[src/rtl/sha1_block_seq.sv]
// Feeds one 16-word block into a register-mapped SHA-1 core, polls STATUS with a bounded timeout and returns H0..H4.
// Latency: IDLE->LOAD one cycle, then one core write per accepted word; output holds under out_ready=0, input stalls on in_valid=0.
module sha1_block_seq #(
  parameter int POLL_TIMEOUT = 1023
) (
  input  logic        clk,
  input  logic        rst,
  input  logic        in_valid,
  output logic        in_ready,
  input  logic [31:0] in_data,
  input  logic        in_first,
  output logic        out_valid,
  input  logic        out_ready,
  output logic [31:0] out_data,
  output logic        out_last,
  output logic        busy,
  output logic        err,
  output logic        core_cs,
  output logic        core_we,
  output logic [7:0]  core_address,
  output logic [31:0] core_write_data,
  input  logic [31:0] core_read_data
);

  localparam int TW = (POLL_TIMEOUT < 1) ? 1 : $clog2(POLL_TIMEOUT + 1);
  localparam logic [TW-1:0] TMAX = TW'(POLL_TIMEOUT);

  localparam logic [7:0] ADDR_CTRL   = 8'h08;
  localparam logic [7:0] ADDR_STATUS = 8'h09;
  localparam logic [7:0] ADDR_BLOCK  = 8'h10;
  localparam logic [7:0] ADDR_DIGEST = 8'h20;

  typedef enum logic [2:0] {
    S_IDLE,
    S_LOAD,
    S_CTRL,
    S_SETTLE,
    S_POLL,
    S_RD,
    S_OUT
  } state_t;

  state_t        state;
  logic [3:0]    wcnt;
  logic [2:0]    dcnt;
  logic [TW-1:0] tcnt;
  logic          first_r;

  assign in_ready = (state == S_LOAD);
  assign busy     = (state != S_IDLE);

  // Core port is combinational so a block word lands in the same cycle it is accepted.
  always_comb begin
    core_cs         = 1'b0;
    core_we         = 1'b0;
    core_address    = 8'h00;
    core_write_data = 32'h0;
    case (state)
      S_IDLE, S_POLL: begin
        core_cs      = 1'b1;
        core_address = ADDR_STATUS;
      end
      S_LOAD: begin
        if (in_valid) begin
          core_cs         = 1'b1;
          core_we         = 1'b1;
          core_address    = ADDR_BLOCK + {4'h0, wcnt};
          core_write_data = in_data;
        end
      end
      S_CTRL: begin
        core_cs         = 1'b1;
        core_we         = 1'b1;
        core_address    = ADDR_CTRL;
        core_write_data = {30'h0, ~first_r, first_r};
      end
      S_RD: begin
        core_cs      = 1'b1;
        core_address = ADDR_DIGEST + {5'h0, dcnt};
      end
      default: ;
    endcase
  end

  always_ff @(posedge clk) begin
    if (rst) begin
      state     <= S_IDLE;
      wcnt      <= 4'h0;
      dcnt      <= 3'h0;
      tcnt      <= '0;
      first_r   <= 1'b0;
      out_valid <= 1'b0;
      out_last  <= 1'b0;
      out_data  <= 32'h0;
      err       <= 1'b0;
    end else begin
      err <= 1'b0;
      case (state)
        S_IDLE: begin
          wcnt <= 4'h0;
          if (core_read_data[0]) state <= S_LOAD;
        end
        S_LOAD: begin
          if (in_valid) begin
            if (wcnt == 4'h0) first_r <= in_first;
            if (wcnt == 4'hF) begin
              wcnt  <= 4'h0;
              state <= S_CTRL;
            end else begin
              wcnt <= wcnt + 4'h1;
            end
          end
        end
        S_CTRL: state <= S_SETTLE;
        S_SETTLE: begin
          tcnt  <= '0;
          state <= S_POLL;
        end
        S_POLL: begin
          if (core_read_data[1]) begin
            dcnt  <= 3'h0;
            state <= S_RD;
          end else begin
            if (tcnt != TMAX) tcnt <= tcnt + TW'(1);
            // Abort on the poll that brings the count up to the limit.
            if (tcnt == TMAX - TW'(1)) begin
              err   <= 1'b1;
              wcnt  <= 4'h0;
              state <= S_IDLE;
            end
          end
        end
        S_RD: begin
          out_data  <= core_read_data;
          out_valid <= 1'b1;
          out_last  <= (dcnt == 3'd4);
          state     <= S_OUT;
        end
        S_OUT: begin
          if (out_ready) begin
            out_valid <= 1'b0;
            out_last  <= 1'b0;
            if (dcnt == 3'd4) begin
              dcnt  <= 3'h0;
              state <= S_IDLE;
            end else begin
              dcnt  <= dcnt + 3'h1;
              state <= S_RD;
            end
          end
        end
        default: state <= S_IDLE;
      endcase
    end
  end

endmodule

[config.mk]
export PLATFORM = sky130hd
export DESIGN_NAME = sha1_block_seq
export DESIGN_NICKNAME = d
export VERILOG_FILES = /design/src/rtl/sha1_block_seq.sv
export SDC_FILE = /design/constraint.sdc
export NUM_CORES = 1
export LEC_CHECK = 0
export BUFFER_PORTS_ARGS = -buffer_cell sky130_fd_sc_hd__buf_2
export CAP_MARGIN = 10
export CORE_ASPECT_RATIO = 0.6
export CORE_UTILIZATION = 30
export DETAILED_ROUTE_END_ITERATION = 10
export GPL_TIMING_DRIVEN = 0
export PLACE_DENSITY = 0.67
export SLEW_MARGIN = 10
export SYNTH_ARGS = -nofsm -noshare
export SYNTH_HDL_FRONTEND = slang
export SYNTH_SLANG_ARGS = --single-unit
[constraint.sdc]
create_clock -name clk -period 1.83 [get_ports clk]
set_input_delay 0.183 -clock clk [delete_from_list [all_inputs] [get_ports clk]]
set_output_delay 0.183 -clock clk [all_outputs]
set_load 0.005 [all_outputs]
==> flow_summary.toml <==
[route]
drt_iter0_drc = 206
ant_nets = 0
drc = 0
viasPerCell = 4.850
wirelength_mm = 9.077
avgRoutedWirePerCell_um = 13.49
drtPass1Iterations = 6
num_vias = 3264

[floorplan]
rows = 27
ios = 148
die_h_um = 78.21
fp.dieArea_um2 = 10090
coreArea_um2 = 9290
start_util = 0.3126
die_x_um = 129.0

[finish]
regArea_um2 = 1130
final_util = 0.4485
final_area_um2 = 4167
final_layout_size_suffix_gt1_frac = 0.3794
final_common_cell = "buf_2"
layout_common_cells = "buf_2, nand2_1, dfxtp_1, a21oi_1, and2_1"
layout.nets = 619
areaGrowthSynthToFinish_pct = 43.47
diodes = 0
multi_input_area_um2 = 1673
fillCellCount = 901

[logic_synthesis]
ys_warn_count = 0
synth_largest_area_cell = "dfxtp_1"
async_reset_ff_frac = 0
synth.distinct_cells = 50
synth_area_per_cell_um2 = 7.662
ys_ff_latch = 56
yosysSeqAreaShare = 0.3860
netlist_area_um2 = 2904
yosys-top-cells-area = "dfxtp_1, nand2_1, a21oi_1"
synth_edf_count = 0
netlist_instances = 379
synth_top_area_frac = 0.3860
synth_ff_type = "dfxtp_1"

[timing]
min_period_ps = 1777
relSlewSlack = 0.6285
fmax_mhz = 562.8
slew_violations = 0
setup_viol = 0
finalHoldViolations = 0
fin_skew_ps = 5.937
finalSetupTns_ps = 0
finalCritPeriodShare = 0.9709
tightest_slew_ps = 557.3

[global_route]
grt_antenna_before_repair = 0
grt_overflow_total = 0
grt_max_degree = 16
track_usage = 0.1786
grt_pass1_vias = 3003
grt_pass1_wl_mm = 14.08

[critical_path]
crit_fanout = 6
cp-end-kind = "flip-flop"
crit_arrival_ps = 2000
cp.required_ps = 2050
path_class = "reg2reg"
start_kind = "flip-flop"

[flow_run]
cap_violations = 0

[clock_network]
htreeDepth = 2
cts_tree = "yes"
ctsHoldBuffers = 0
clk_pin_slew_ps = 70
cts_sinks = 56
cts_buffers = 5
clk_latency_ps = 290
cts_max_path_buffers = 2
cts-root-buf = "clkbuf_16"

[placement]
io_buffers = 144
dp_hpwl_mm = 6.923
place_area_um2 = 3791
gp_congestion = 0.8174

[outcome]
status = "finished, final reports clean"

[power]
peakVddDrop_v = 0.0003075
p_leak_nw = 1.945
p_per_area_nw_per_um2 = 839.9

[worst_hold_path]
worst_hold_path_type = "in2reg"
metrics by stage:
| step | setup slack (ps) | cells | power (mW) | hold slack, ps |
|---|---|---|---|---|
| 2_1_floorplan | 200.0 | 380 | 1.907 | 319.0 |
| 3_3_place_gp | -148.9 | 654 | 2.273 | 423.9 |
| 3_5_place_dp | -199.6 | 654 | 2.291 | 430.9 |
| 4_1_cts | 7.091 | 674 | 3.491 | 115.7 |
| 5_1_grt | -0.2047 | 673 | 3.697 | 119.6 |
| 6_report | 53.19 | 673 | 3.499 | 125.4 |
per-layer routing:
| metal | part of all wire | vias up | track usage |
|---|---|---|---|
| li1 | - | 1614 | - |
| met5 | 0 | - | 0 |
| met4 | 0.0073 | 0 | 0.05882 |
| met1 | 0.46 | 1512 | 0.2154 |
| met3 | 0.071 | 8 | 0.05044 |
| met2 | 0.47 | 130 | 0.3059 |
synth_stat cells (all sizes together) (2+ instances only):
library cell and n:
buf 11, and4 3, o211ai 2, clkbuf 17, nor2b 5, ha 6
a31oi 5, nand2b 4, dfxtp 56, and2 32, inv 7, nand4 2
o21ai 8, nand2 83, o22ai 2, a21oi 46, o31ai 2, and3 2
nor2 20, nand3 15, o21a 4, or3 10, mux2i 9, nor3 3
nand3b 3, o2111ai 3
state kept, by name (all words and copies together), names as in the netlist:
name,cells
out_last,1
first_r,1
out_valid,1
out_data,32
dcnt,3
state,3
wcnt,4
tcnt,10
err,1
worst max-delay path, cell delays in order, from the launching register on:
cell	delay, ps
dfxtp_4	360
buf_4	100
or4b_1	450
buf_4	180
a211o_1	320
a21o_1	190
a21boi_2	120
cells by family after synthesis:
| logic type | synth area share |
|---|---|
| AND/OR/NAND/NOR | 0.3236 |
| AO/OA/AOI/OAI | 0.1723 |
| flip-flops | 0.3860 |
| buffers and inverters | 0.05601 |
| multiplexers | 0.03490 |
| adder cells (fa/ha/maj) | 0.02585 |
| other | 0.001291 |
power by group:
group	switching (mW)	internal [mW]	total (mW)
Sequential	0.0352	1.26	1.29
Combinational	0.555	0.596	1.15
Clock	0.424	0.631	1.06
repair_timing:
item,4_1_cts,5_1_grt
endpoints found under the setup margin,69,35
resized for setup,25,27
pin swaps,1,1
buffers inserted,14,0
final timing paths:
path	from	endpoint	slack (ps)	cells after the start
hold reg to reg	out_data[7]	out_data[7]	450	2
setup reg to reg	state[2]	tcnt[4]	50	6
setup / recovery	state[2]	tcnt[4]	50	6
hold / removal	core_read_data[13]	out_data[13]	130	3
final cells by class:
class / count / area share
clock buffer: 5 / 0.03003
sequential: 56 / 0.2712
buffer: 27 / 0.04264
timing repair buffer: 158 / 0.2000
inverter: 8 / 0.008408
clock inverter: 1 / 0.007207
tap: 130 / 0.03904
multi-input combinational: 288 / 0.4015
Note: power is estimated with default switching activity, not from simulation.
